## src/rtl/spi_ram_master.sv

```systemverilog
// Host-side sequencer for the SPI slave + RAM subsystem. Expands word-level read/write
// requests into serial address and data frames, with optional skipping of a repeated
// address frame, and returns read data on a one-cycle response strobe.
module spi_ram_master #(
  parameter int unsigned ADDR_CACHE = 1,
  parameter int unsigned GAP        = 1,
  parameter int unsigned RD_LAT     = 2
) (
  input  logic       clk,
  input  logic       rst,
  input  logic       req_valid,
  output logic       req_ready,
  input  logic       req_wr,
  input  logic [7:0] req_addr,
  input  logic [7:0] req_wdata,
  output logic       rsp_valid,
  output logic [7:0] rsp_rdata,
  output logic       busy,
  output logic       SS_n,
  output logic       MOSI,
  input  logic       MISO
);

  localparam int unsigned CntW = 16;
  // Frame offsets (cnt holds the offset of the cycle currently on the wire)
  localparam logic [CntW-1:0] LastTx    = CntW'(11);
  localparam logic [CntW-1:0] LastGuard = CntW'(12);
  localparam logic [CntW-1:0] LastWait  = CntW'(11 + RD_LAT);
  localparam logic [CntW-1:0] LastCap   = CntW'(19 + RD_LAT);
  localparam logic [CntW-1:0] GapLast   = CntW'(GAP - 1);

  typedef enum logic [2:0] {
    StIdle, StAddr, StGap, StData, StRdWait, StCapture, StDone, StCool
  } state_e;

  state_e          state;
  logic [CntW-1:0] cnt;
  logic [12:0]     sr;
  logic [7:0]      rx;
  logic            wr_q;
  logic [7:0]      addr_q;
  logic [7:0]      wdata_q;
  logic            wr_c_vld;
  logic [7:0]      wr_c_addr;
  logic            rd_c_vld;
  logic [7:0]      rd_c_addr;

  logic            acc_skip;
  logic [12:0]     acc_frame;
  logic [12:0]     data_frame;

  // Full on-wire sequence F0..F12: idle bit, branch select, 10-bit word, guard bit
  function automatic logic [12:0] frame_bits(input logic [1:0] cmd, input logic [7:0] payload);
    return {1'b0, cmd[1], cmd, payload, 1'b0};
  endfunction

  // Skip decision and first frame for an incoming request, plus the pending data frame
  always_comb begin
    acc_skip = 1'b0;
    if (ADDR_CACHE != 0) begin
      acc_skip = req_wr ? (wr_c_vld && (wr_c_addr == req_addr))
                        : (rd_c_vld && (rd_c_addr == req_addr));
    end
    acc_frame  = acc_skip ? frame_bits({~req_wr, 1'b1}, req_wr ? req_wdata : 8'h00)
                          : frame_bits({~req_wr, 1'b0}, req_addr);
    data_frame = frame_bits({~wr_q, 1'b1}, wr_q ? wdata_q : 8'h00);
  end

  // Request sequencer; all link and handshake outputs are registered here
  always_ff @(posedge clk or posedge rst) begin
    if (rst) begin
      state     <= StIdle;
      cnt       <= '0;
      sr        <= '0;
      rx        <= '0;
      wr_q      <= 1'b0;
      addr_q    <= '0;
      wdata_q   <= '0;
      wr_c_vld  <= 1'b0;
      wr_c_addr <= '0;
      rd_c_vld  <= 1'b0;
      rd_c_addr <= '0;
      req_ready <= 1'b1;
      rsp_valid <= 1'b0;
      rsp_rdata <= '0;
      busy      <= 1'b0;
      SS_n      <= 1'b1;
      MOSI      <= 1'b0;
    end else begin
      case (state)
        StIdle: begin
          if (req_valid) begin
            wr_q      <= req_wr;
            addr_q    <= req_addr;
            wdata_q   <= req_wdata;
            req_ready <= 1'b0;
            busy      <= 1'b1;
            SS_n      <= 1'b0;
            MOSI      <= acc_frame[12];
            sr        <= {acc_frame[11:0], 1'b0};
            cnt       <= '0;
            state     <= acc_skip ? StData : StAddr;
          end
        end
        StAddr: begin
          cnt  <= cnt + 1'b1;
          MOSI <= sr[12];
          sr   <= {sr[11:0], 1'b0};
          if (cnt == LastGuard) begin
            SS_n  <= 1'b1;
            MOSI  <= 1'b0;
            cnt   <= '0;
            state <= StGap;
            if (wr_q) begin
              wr_c_vld  <= 1'b1;
              wr_c_addr <= addr_q;
            end else begin
              rd_c_vld  <= 1'b1;
              rd_c_addr <= addr_q;
            end
          end
        end
        StGap: begin
          if (cnt == GapLast) begin
            SS_n  <= 1'b0;
            MOSI  <= data_frame[12];
            sr    <= {data_frame[11:0], 1'b0};
            cnt   <= '0;
            state <= StData;
          end else begin
            cnt <= cnt + 1'b1;
          end
        end
        StData: begin
          cnt  <= cnt + 1'b1;
          MOSI <= sr[12];
          sr   <= {sr[11:0], 1'b0};
          if (!wr_q && (cnt == LastTx)) begin
            state <= StRdWait;
          end else if (wr_q && (cnt == LastGuard)) begin
            SS_n      <= 1'b1;
            MOSI      <= 1'b0;
            rsp_valid <= 1'b1;
            state     <= StDone;
          end
        end
        StRdWait: begin
          cnt  <= cnt + 1'b1;
          MOSI <= 1'b0;
          if (cnt == LastWait) state <= StCapture;
        end
        StCapture: begin
          cnt <= cnt + 1'b1;
          rx  <= {rx[6:0], MISO};
          if (cnt == LastCap) begin
            rsp_rdata <= {rx[6:0], MISO};
            rsp_valid <= 1'b1;
            SS_n      <= 1'b1;
            state     <= StDone;
          end
        end
        StDone: begin
          rsp_valid <= 1'b0;
          busy      <= 1'b0;
          cnt       <= '0;
          state     <= StCool;
        end
        // Hold off the next request so consecutive frames stay GAP apart
        StCool: begin
          if (cnt == GapLast) begin
            req_ready <= 1'b1;
            state     <= StIdle;
          end else begin
            cnt <= cnt + 1'b1;
          end
        end
        default: state <= StIdle;
      endcase
    end
  end

endmodule

```

## config.mk

```make
export PLATFORM = sky130hd
export DESIGN_NAME = spi_ram_master
export DESIGN_NICKNAME = d
export VERILOG_FILES = /design/src/rtl/spi_ram_master.sv
export SDC_FILE = /design/constraint.sdc
export NUM_CORES = 1
export LEC_CHECK = 0
export CAP_MARGIN = 15
export CORE_UTILIZATION = 35
export DETAILED_ROUTE_END_ITERATION = 16
export PLACE_DENSITY_LB_ADDON = 0.3
export SYNTH_ARGS = -nofsm -noshare
export SYNTH_HDL_FRONTEND = slang
export SYNTH_SLANG_ARGS = --single-unit
export TNS_END_PERCENT = 100
```

## constraint.sdc

```tcl
create_clock -name clk -period 3.1 [get_ports clk]
set_input_delay 0.62 -clock clk [delete_from_list [all_inputs] [get_ports clk]]
set_output_delay 0.62 -clock clk [all_outputs]
set_load 0.03 [all_outputs]
```

==> insert_results.sql, run 1 <==
INSERT INTO impl_metrics (metric_group, metric, value, unit) VALUES
('logic_synthesis', 'synth_cell_type_count', '53', ''),
('layout', 'antenna-diode-count', '0', ''),
('logic_synthesis', 'synth-async-reset-ratio', '100', '%'),
('route', 'first_iter_violations', '195', ''),
('timing', 'setup_repair_after_global_routing_missed_its_margin', 'no', ''),
('power_and_ir_drop', 'net_switching_component_of_the_power', '502', 'uW'),
('floorplanning', 'initial_utilization', '35.9', '%'),
('logic_synthesis', 'synth_fp_nets', '397', ''),
('placement', 'hpwl', '6240', 'um'),
('critical_path', 'cpMaxStageDelayCell', 'or4_1', ''),
('placement', 'place_congestion', '0.805', ''),
('clock_network', 'clk_path_buf_depth', '2', ''),
('floorplanning', 'placeableCoreArea', '11400', 'um2'),
('timing', 'layout_min_cycle_time', '2620', 'ps'),
('critical_path', 'required_worst_endpoint', '3360', 'ps'),
('timing', 'finalCritPeriodShare', '84.5', '%'),
('logic_synthesis', 'synth-main-ff-cell', 'dfrtp_1', ''),
('layout', 'final_cell_count_no_fill', '561', ''),
('layout', 'layout-drive-gt1-share', '20.3', '%'),
('logic_synthesis', 'total_of_warnings_raised_by_yosys', '0', ''),
('clock_network', 'cts_tree', 'yes', ''),
('layout', 'area_growth', '20.1', '%'),
('floorplanning', 'floorplan.die.width', '110', 'um'),
('power_and_ir_drop', 'internal_power', '1.78', 'mW'),
('clock_network', 'clk_latency', '340', 'ps'),
('status', 'status', 'complete, no violations', ''),
('critical_path', 'critical_path.cell_chain', 'or4_1 > or4_1 > nor2_1 > o21a_2 > o21ai_0 > o22ai_1', ''),
('critical_path', 'cp.arrival', '2880', 'ps'),
('route', 'final_antenna_net_count', '0', ''),
('floorplanning', 'rows', '39', ''),
('clock_network', 'numCtsBuffers', '9', ''),
('global_routing', 'grt_max_degree', '46', ''),
('timing', 'worst_clock_skew', '8.02', 'ps'),
('clock_network', 'htreeDepth', '3', ''),
('layout', 'num-nets-final', '437', ''),
('placement', 'preCtsSetupSlack', '346', 'ps'),
('critical_path', 'critical_path.n_buffers_inverters', '0', ''),
('logic_synthesis', 'number_of_enable_type_register_cells_in_the_synthesized_netlist', '0', ''),
('route', 'drt_first_pass_iters', '4', ''),
('route', 'routed-via-count', '2931', ''),
('clock_network', 'cts_hold_buf', '0', ''),
('critical_path', 'critical_path_class', 'flip-flop to flip-flop', ''),
('timing', 'timing.fmax', '0.382', 'GHz'),
('clock_network', 'post_cts_resized', '0', ''),
('critical_path', 'timing.critical_path.max_delay_family', 'simple AND/OR/NAND/NOR gates', ''),
('route', 'routedWlPerCell', '15.7', 'um'),
('power_and_ir_drop', 'swShare', '22.0', '%'),
('power_and_ir_drop', 'seq_power_share', '48.7', '%'),
('clock_network', 'cts_sinks', '85', ''),
('critical_path', 'critical_path.endpoint_type', 'flip-flop', ''),
('logic_synthesis', 'avgSynthCellArea', '11.0', 'um2'),
('logic_synthesis', 'yosys_register_bits', '85', ''),
('power_and_ir_drop', 'power_per_cell_area', '463', 'nW/um2'),
('timing', 'finalSetupViolations', '0', ''),
('route', 'post-route-drc-count', '0', ''),
('power_and_ir_drop', 'power.share.clock', '48.0', '%'),
('route', 'drt-total-wl', '8780', 'um'),
('layout', 'fill_cells', '1095', ''),
('global_routing', 'antenna_found_initial', '0', ''),
('logic_synthesis', 'number_of_cells_produced_by_synthesis', '373', ''),
('placement', 'place.port_buffers', '33', ''),
('timing', 'tightest_slew', '575', 'ps'),
('timing', 'finalMaxSlewViolations', '0', ''),
('power_and_ir_drop', 'power.static_leakage', '2.20', 'nW'),
('critical_path', 'worst-path-max-fanout', '22', ''),
('floorplanning', 'dieArea', '12200', 'um2'),
('layout', 'fin_util', '43.2', '%'),
('run', 'cap_violations', '0', ''),
('logic_synthesis', 'synth_seq_area_share', '51.9', '%'),
('clock_network', 'ctsRootBufferMaster', 'clkbuf_16', ''),
('floorplanning', 'die_height', '110', 'um');
[worst reg2reg max path: cells and delay by family, from the launching register on]
kind	cells	cell delay [ps]
AOI/OAI and AO/OA	3	680
DFF	1	420
and+or+nand+nor	3	1450
[logic make-up after synthesis]
logic type	Yosys count	share of synthesized area [%]
buf+inv	23	2.32
mux	48	13.2
compound gates	66	10.6
xor+xnor	30	6.40
simple gates	118	14.7
fa+ha+maj	3	0.915
flops	85	51.9
[layer usage]
metal	track usage, %	part of all wire (%)
met5	0	0
met4	5.17	1.1
met3	3.59	3.8
met2	23.6	46
met1	22.4	49
[Yosys cell counts, types with 7 or more instances]
cell | count | area (um2)
dfrtp_1 | 83 | 2080
mux2_2 | 48 | 541
nor2_1 | 36 | 135
nand2_1 | 30 | 113
xnor2_1 | 23 | 201
a21oi_1 | 17 | 85.1
o21ai_0 | 14 | 70.1
inv_1 | 10 | 37.5
nand3_1 | 8 | 40.0
a221oi_1 | 7 | 61.3
a22o_1 | 7 | 61.3
clkbuf_1 | 7 | 26.3
xor2_1 | 7 | 61.3
[layout make-up]
cell class              instances  area, um2  share of cell area (%)
clock buffers                   9        225                    4.57
clock inverters                 7       82.6                    1.68
repair buffers                 41        390                    7.92
inverters                      11       42.5                   0.863
well taps                     143        179                    3.63
multi-input cells             265       1880                    38.1
flip-flops and latches         85       2130                    43.2
[registers in the layout, indices dropped and copies added, names as in the netlist, 3 cells and up]
| register | cells |
|---|---|
| sr | 11 |
| state | 3 |
| addr_q | 8 |
| rsp_rdata | 8 |
| wdata_q | 8 |
| cnt | 16 |
| rd_c_addr | 8 |
| rx | 7 |
| wr_c_addr | 8 |
[cells in the final DEF (no fill, tap or decap), types with 2 or more instances in the layout]
master	netlist	layout
o22ai_1	4	4
or2_2	2	2
xor2_1	7	7
nor4_1	4	4
xnor2_1	23	23
a221oi_1	7	7
nor3_1	5	5
a21o_1	2	2
mux2_2	48	48
and3_1	5	5
inv_1	10	9
and4_1	3	3
nand2_1	30	30
clkdlybuf4s50_1	0	33
or4_1	3	3
nand3_1	8	8
clkinv_4	0	2
and2_1	3	3
dfrtp_1	83	83
ha_1	3	3
clkbuf_16	0	9
a22o_1	7	7
a21oi_1	17	17
nor2_1	36	36
a31oi_1	5	5
nor2b_1	3	3
nand4b_1	2	2
or3_1	2	2
clkinvlp_4	0	2
nand4_1	2	2
o21ai_0	14	14
dfstp_2	2	2
buf_4	2	8
[power by group through the flow]
stage               Combinational [mW]  Clock, mW  Sequential (mW)
CTS                             0.0775       1.13             1.11
detailed placement              0.0772          0             1.13
floorplan                       0.0290          0             1.13
finish                          0.0751       1.09             1.11
global placement                0.0771          0             1.13
global route                    0.0837       1.18             1.11
[through the flow]
step           cell area, um2  power, mW  hold WS [ps]
2_1_floorplan            4100       1.16           435
3_3_place_gp             4620       1.21           451
3_5_place_dp             4620       1.21           455
4_1_cts                  4930       2.32           473
5_1_grt                  4930       2.37           492
6_report                 4930       2.28           472
[final timing paths]
check	start	end	depth (start not counted)	slack, ps
setup / recovery	cnt[10]	sr[10]	6	480
hold / removal	wr_c_vld	wr_c_vld	1	470
setup reg to reg	cnt[10]	sr[10]	6	480
hold reg to reg	wr_c_vld	wr_c_vld	1	470
max in group asynchronous	rst	rd_c_addr[7]	3	1950
min in group asynchronous	rst	cnt[10]	3	730
Power figures use the tool's default switching activity.
==> inputs of run 2 (changes only) <==
==> constraint.sdc (replaced) <==
create_clock -name clk -period 2.25 [get_ports clk]
set_input_delay 0.45 -clock clk [delete_from_list [all_inputs] [get_ports clk]]
set_output_delay 0.45 -clock clk [all_outputs]
set_load 0.03 [all_outputs]
==> insert_results.sql, run 2 (synthesis results as in run 1) <==
INSERT INTO impl_metrics (metric_group, metric, value, unit) VALUES
('status', 'status', 'finished, violations left', ''),
('timing', 'layout_min_cycle_time', '2400', 'ps'),
('critical_path', 'required_worst_endpoint', '2490', 'ps'),
('clock_network', 'numCtsBuffers', '9', ''),
('floorplanning', 'boundaryPins', '34', ''),
('floorplanning', 'rows', '39', ''),
('placement', 'hpwl', '6680', 'um'),
('worst_hold_path', 'hold_path_class', 'flip-flop to flip-flop', ''),
('global_routing', 'via_count_of_the_first_global_routing_pass', '3100', ''),
('placement', 'preCtsSetupSlack', '-304', 'ps'),
('route', 'routedWlPerCell', '16.6', 'um'),
('clock_network', 'clk_latency', '360', 'ps'),
('timing', 'setup_tns', '-4910', 'ps'),
('timing', 'hold_viol_final', '0', ''),
('floorplanning', 'die_height', '110', 'um'),
('timing', 'worst_clock_skew', '9.42', 'ps'),
('layout', 'antenna-diode-count', '0', ''),
('clock_network', 'cts_hold_buf', '0', ''),
('timing', 'tightest_slew', '625', 'ps'),
('route', 'drt-total-wl', '10200', 'um'),
('global_routing', 'grt_first_pass_wirelength', '15700', 'um'),
('power_and_ir_drop', 'power.static_leakage', '2.54', 'nW'),
('global_routing', 'grt_overflow_total', '0', ''),
('route', 'routed-via-count', '3242', ''),
('timing', 'finalMaxSlewViolations', '0', ''),
('placement', 'post_dp_cell_area', '5080', 'um2'),
('layout', 'largest_register', 'cnt', ''),
('clock_network', 'clk_slew_on_worst_s_h_paths', '60', 'ps'),
('placement', 'place.port_buffers', '33', ''),
('clock_network', 'htreeDepth', '3', ''),
('timing', 'finalCritPeriodShare', '107', '%'),
('critical_path', 'critical_path_class', 'flip-flop to flip-flop', ''),
('route', 'post-route-drc-count', '0', ''),
('layout', 'num-nets-final', '493', ''),
('clock_network', 'cts_sinks', '85', ''),
('placement', 'place.detailed.instances', '596', ''),
('timing', 'finalSetupViolations', '53', ''),
('timing', 'timing.fmax', '0.416', 'GHz'),
('floorplanning', 'dieArea', '12200', 'um2'),
('layout', 'layout-drive-gt1-share', '40.1', '%'),
('critical_path', 'critical_path.endpoint_type', 'flip-flop', ''),
('layout', 'final_cell_count_no_fill', '617', ''),
('power_and_ir_drop', 'power_per_cell_area', '534', 'nW/um2'),
('critical_path', 'cp.arrival', '2650', 'ps'),
('clock_network', 'ctsRootBufferMaster', 'clkbuf_16', ''),
('critical_path', 'critPathLaunchType', 'flip-flop', ''),
('layout', 'largest_register_ff_count', '16', ''),
('floorplanning', 'placeableCoreArea', '11400', 'um2'),
('route', 'first_iter_violations', '186', ''),
('global_routing', 'antenna_found_initial', '0', ''),
('timing', 'setup_repair_after_global_routing_missed_its_margin', 'yes', ''),
('layout', 'top_regs', 'cnt x16, sr x11', ''),
('critical_path', 'worst-path-max-fanout', '9', ''),
('global_routing', 'global_route_total_usage_across_every_layer', '17.3', '%'),
('layout', 'area_growth', '41.8', '%'),
('route', 'drt_first_pass_iters', '4', ''),
('timing', 'worst_slack', '-154', 'ps'),
('route', 'final_antenna_net_count', '0', ''),
('timing', 'max-slew-margin-rel', '58.1', '%'),
('route', 'viasPerCell', '5.25', ''),
('status', 'violations', 'setup timing', ''),
('power_and_ir_drop', 'ir_worst_vdd', '0.507', 'mV'),
('clock_network', 'cts_tree', 'yes', ''),
('floorplanning', 'initial_utilization', '35.9', '%'),
('layout', 'postLayoutCellArea', '5820', 'um2'),
('layout', 'fill_cells', '1008', ''),
('global_routing', 'grt_max_degree', '86', ''),
('run', 'cap_violations', '0', ''),
('clock_network', 'clk_path_buf_depth', '2', ''),
('layout', 'final_common_cell', 'dfrtp_1', ''),
('floorplanning', 'floorplan.die.width', '110', 'um'),
('placement', 'place_congestion', '0.880', ''),
('layout', 'final_cell_mix', '83 x dfrtp_1, 52 x buf_4, 41 x mux2_2', '');
## run 2: layout make-up
class	instances	area, um2	share of cell area, %
Multi-Input combinational cell	265	2220	38.2
Clock buffer	11	253	4.35
Timing Repair Buffer	97	945	16.2
Inverter	11	45.0	0.774
Clock inverter	5	42.5	0.731
Tap cell	143	179	3.08
Sequential cell	85	2130	36.6
## run 2: path summary, 6_finish.rpt
check                          from            to  slack [ps]  depth (start not counted)
min                        wr_c_vld      wr_c_vld         470                          1
max                         cnt[11]  wr_c_addr[2]        -150                          6
max reg2reg                 cnt[11]  wr_c_addr[2]        -150                          6
min in group asynchronous       rst    wdata_q[0]         570                          3
min reg2reg                wr_c_vld      wr_c_vld         470                          1
max in group asynchronous       rst     req_ready        1310                          3
## run 2: timing repair
item,in CTS,in global routing
setup endpoints to repair,56,58
buffers inserted,1,2
pin swaps,5,21
gates cloned,0,2
gates resized for setup,12,79
## run 2: power breakdown
part / total (mW) / internal, mW / switching [mW]
combinational: 0.122 / 0.0605 / 0.0616
clock: 1.45 / 0.817 / 0.638
sequential: 1.53 / 1.53 / 0.000573
total: 3.11 / 2.41 / 0.700
## run 2: stage by stage
step	util, %	hold slack [ps]	power [mW]
after detailed placement	44.5	466	1.68
after CTS	47.6	480	3.15
after global placement	44.5	452	1.68
after global routing	50.9	505	3.22
after floorplan	-	435	1.60
final	50.9	474	3.11
## run 2: per-layer routing
layer / wire [um] / GRT usage (%) / vias to the layer above
met3: 443 / 5.11 / 19
met5: 0 / 0 / -
met2: 4970 / 26.5 / 71
met1: 4640 / 23.2 / 1619
met4: 188 / 5.83 / 0
li1: - / - / 1533
## run 2: critical path: stages (launching register included)
cell and delay [ps]:
dfrtp_1 380, or4_4 550, or3_4 400, or3_4 370
nor2_4 120, buf_12 140, mux2_2 330
==> inputs of run 3 (changes only) <==
--- a/config.mk
+++ b/config.mk
@@ -5,7 +5,10 @@
 export SDC_FILE = /design/constraint.sdc
 export NUM_CORES = 1
 export LEC_CHECK = 0
+export ABC_AREA = 1
 export CAP_MARGIN = 15
+export CELL_PAD_IN_SITES_DETAIL_PLACEMENT = 0
+export CELL_PAD_IN_SITES_GLOBAL_PLACEMENT = 1
 export CORE_UTILIZATION = 35
 export DETAILED_ROUTE_END_ITERATION = 16
 export PLACE_DENSITY_LB_ADDON = 0.3
==> insert_results.sql, run 3 <==
INSERT INTO impl_metrics (metric_group, metric, value, unit) VALUES
('critical_path', 'critical_path.n_buffers_inverters', '1', ''),
('logic_synthesis', 'syn-cell-area', '4950', 'um2'),
('timing', 'worst_slack', '249', 'ps'),
('logic_synthesis', 'synthTopCellsByCount', '174 x nand2_1, 83 x dfrtp_1, 81 x inv_1', ''),
('route', 'routed-via-count', '4164', ''),
('logic_synthesis', 'number_of_cells_produced_by_synthesis', '639', ''),
('layout', 'area_growth', '17.3', '%'),
('timing', 'finalMaxSlewViolations', '0', ''),
('critical_path', 'timing.critical_path.max_delay_family', 'buffers and inverters', ''),
('power_and_ir_drop', 'power_per_cell_area', '1130', 'nW/um2'),
('placement', 'place_congestion', '0.800', ''),
('power_and_ir_drop', 'internal_power', '3.78', 'mW'),
('logic_synthesis', 'netlist.top_cell.by_area', 'dfrtp_1', ''),
('timing', 'tightest_slew', '589', 'ps'),
('route', 'drt_first_pass_iters', '4', ''),
('critical_path', 'critical_path_class', 'flip-flop to output port', ''),
('critical_path', 'critical_path.endpoint_type', 'output port', ''),
('global_routing', 'via_count_of_the_first_global_routing_pass', '4020', ''),
('status', 'status', 'complete, no violations', ''),
('timing', 'finalSetupViolations', '0', ''),
('route', 'viasPerCell', '4.82', ''),
('clock_network', 'numCtsBuffers', '9', ''),
('floorplanning', 'placeableCoreArea', '13800', 'um2'),
('clock_network', 'cts_sinks', '85', ''),
('floorplanning', 'initial_utilization', '35.8', '%'),
('floorplanning', 'floorplan.die.width', '121', 'um'),
('layout', 'layout-drive-gt1-share', '14.6', '%'),
('route', 'final_antenna_net_count', '0', ''),
('clock_network', 'htreeDepth', '3', ''),
('timing', 'hold_viol_final', '0', ''),
('layout', 'top_regs', 'cnt x16, sr x11', ''),
('layout', 'final_common_cell', 'nand2_1', ''),
('critical_path', 'worst-path-max-fanout', '2', ''),
('power_and_ir_drop', 'power.static_leakage', '2.70', 'nW'),
('timing', 'timing.fmax', '0.500', 'GHz'),
('timing', 'max-slew-margin-rel', '60.5', '%'),
('logic_synthesis', 'yosys_register_bits', '85', ''),
('floorplanning', 'die_height', '121', 'um'),
('critical_path', 'critical_path.cell_chain', 'clkdlybuf4s50_1', ''),
('layout', 'largest_register_ff_count', '16', ''),
('global_routing', 'grt_max_degree', '86', ''),
('critical_path', 'rrSetupSlack', '300', 'ps'),
('layout', 'final_cell_mix', '174 x nand2_1, 83 x dfrtp_1, 80 x inv_1', ''),
('global_routing', 'global_route_total_usage_across_every_layer', '17.3', '%'),
('power_and_ir_drop', 'power.combinational.fraction', '41.4', '%'),
('clock_network', 'clk_path_buf_depth', '2', ''),
('logic_synthesis', 'synth_cell_type_count', '39', ''),
('global_routing', 'grt_overflow_total', '0', ''),
('global_routing', 'global_route.usage.met1', '23.7', '%'),
('clock_network', 'postCtsSetupRepairBufs', '0', ''),
('floorplanning', 'rows', '43', ''),
('clock_network', 'cts_hold_buf', '0', ''),
('route', 'routedWlPerCell', '13.4', 'um'),
('timing', 'layout_min_cycle_time', '2000', 'ps'),
('critical_path', 'crit_path_max_incr_delay', '660', 'ps'),
('critical_path', 'cp.arrival', '1550', 'ps'),
('layout', 'num-nets-final', '703', ''),
('critical_path', 'required_worst_endpoint', '1800', 'ps'),
('clock_network', 'ctsRootBufferMaster', 'clkbuf_16', ''),
('clock_network', 'cts_tree', 'yes', ''),
('logic_synthesis', 'total_of_warnings_raised_by_yosys', '0', ''),
('clock_network', 'clk_slew_on_worst_s_h_paths', '70', 'ps'),
('clock_network', 'post_cts_resized', '0', ''),
('layout', 'fill_cells', '1405', ''),
('logic_synthesis', 'netlist.area_leader.share', '42.0', '%'),
('placement', 'place.port_buffers', '33', ''),
('clock_network', 'clk_latency', '350', 'ps'),
('layout', 'largest_register', 'cnt', ''),
('power_and_ir_drop', 'ir_worst_vdd', '0.428', 'mV'),
('timing', 'finalCritPeriodShare', '88.9', '%'),
('global_routing', 'grt_first_pass_wirelength', '19800', 'um'),
('layout', 'antenna-diode-count', '0', ''),
('floorplanning', 'boundaryPins', '34', ''),
('global_routing', 'antenna_found_initial', '0', ''),
('power_and_ir_drop', 'net_switching_component_of_the_power', '2.78', 'mW'),
('run', 'cap_violations', '0', ''),
('critical_path', 'critPathLaunchType', 'flip-flop', ''),
('critical_path', 'cpMaxStageDelayCell', 'clkdlybuf4s50_1', ''),
('logic_synthesis', 'post_synth_main_area_contributors', 'dfrtp_1 42%, nand2_1 13%, inv_1 6.1%', ''),
('logic_synthesis', 'synth.most_common_cell', 'nand2_1', ''),
('power_and_ir_drop', 'power.share.clock', '24.1', '%'),
('global_routing', 'grt_util_met3', '2.63', '%'),
('logic_synthesis', 'avgSynthCellArea', '7.74', 'um2'),
('logic_synthesis', 'synth-async-reset-ratio', '100', '%'),
('placement', 'preCtsSetupSlack', '36.2', 'ps'),
('logic_synthesis', 'synth_fp_nets', '663', ''),
('floorplanning', 'dieArea', '14600', 'um2'),
('logic_synthesis', 'synth-main-ff-cell', 'dfrtp_1', ''),
('timing', 'setup_repair_after_global_routing_missed_its_margin', 'no', ''),
('power_and_ir_drop', 'swShare', '42.4', '%'),
('timing', 'setup_tns', '0', 'ps'),
('power_and_ir_drop', 'seq_power_share', '34.5', '%'),
('timing', 'worst_clock_skew', '8.95', 'ps'),
('route', 'first_iter_violations', '190', ''),
('logic_synthesis', 'number_of_enable_type_register_cells_in_the_synthesized_netlist', '0', ''),
('global_routing', 'met2_resource_use_gr', '27.2', '%'),
('logic_synthesis', 'synth_seq_area_share', '43.0', '%'),
('route', 'post-route-drc-count', '0', ''),
('global_routing', 'busiest_layer', 'met2', ''),
('route', 'drt-total-wl', '11600', 'um'),
('worst_hold_path', 'hold_path_class', 'flip-flop to flip-flop', ''),
('placement', 'hpwl', '8330', 'um');
## run 3: cell types whose count changed in the layout (fill, tap and decap cells not counted), moves of 8 or more
cell	delta
xnor2_1	-19
nand4_1	+11
nor2_4	-15
inv_1	+72
nand3_1	+27
mux2_2	-41
nand2_4	+10
o21ai_2	+18
a21oi_1	+24
o21ai_0	+29
a21oi_2	-8
nor2_1	+42
buf_4	-43
nand2_1	+144
## run 3: routing by layer
layer	routed length [um]	up-vias
met5	0	-
met4	173	0
met3	318	11
met2	5330	56
met1	5760	1972
li1	-	2125
## run 3: cell families after synthesis
logic type               count (synthesis)  synth area share [%]
flip-flops                              85                  43.0
adder cells (fa/ha/maj)                  3                 0.759
AO/OA/AOI/OAI                          111                  14.2
XOR/XNOR                                10                  1.77
AND/OR/NAND/NOR                        325                  31.0
buffers and inverters                  105                  9.25
## run 3: metrics by stage
stage	total power [mW]	cell area [um2]	hold WS (ps)	cells	utilization, %
3_3_place_gp	4.95	5490	453	848	39.7
5_1_grt	7.08	5810	479	864	42.0
6_report	6.56	5810	462	864	42.0
2_1_floorplan	4.32	4950	433	639	-
4_1_cts	6.64	5810	466	864	42.0
3_5_place_dp	5.02	5490	455	848	39.7
## run 3: area by class of cell
class | instances | area [um2] | share of cell area [%]
clock buffer | 9 | 225 | 3.88
clock inverter | 7 | 90.1 | 1.55
inverter | 91 | 358 | 6.16
multi-input combinational | 449 | 2360 | 40.7
sequential | 85 | 2130 | 36.7
tap | 180 | 225 | 3.88
timing repair buffer | 43 | 418 | 7.20
## run 3: worst register-to-register path, cell delays in order, from the launching register on
cell     delay (ps)
dfrtp_1         420
inv_1           140
ha_1            200
nand3_1         100
nor2_2          220
nand3_2         160
nand2_4         180
inv_2           140
buf_4           180
nand3_2          70
o21ai_2          50
## run 3: path summary, 6_finish.rpt
kind | endpoint | depth (start not counted) | start
max in group asynchronous | SS_n | 3 | rst
setup / recovery | req_ready | 1 | req_ready
setup reg to reg | cnt[1] | 10 | cnt[0]
min in group asynchronous | sr[6] | 3 | rst
hold reg to reg | SS_n | 2 | SS_n
hold / removal | SS_n | 2 | SS_n
## run 3: power groups by stage
stage	combinational (mW)	sequential [mW]	clock, mW
finish	2.71	2.26	1.58
global route	3.09	2.32	1.68
CTS	2.75	2.26	1.63
detailed placement	2.73	2.29	0
global placement	2.68	2.28	0
floorplan	2.12	2.21	0
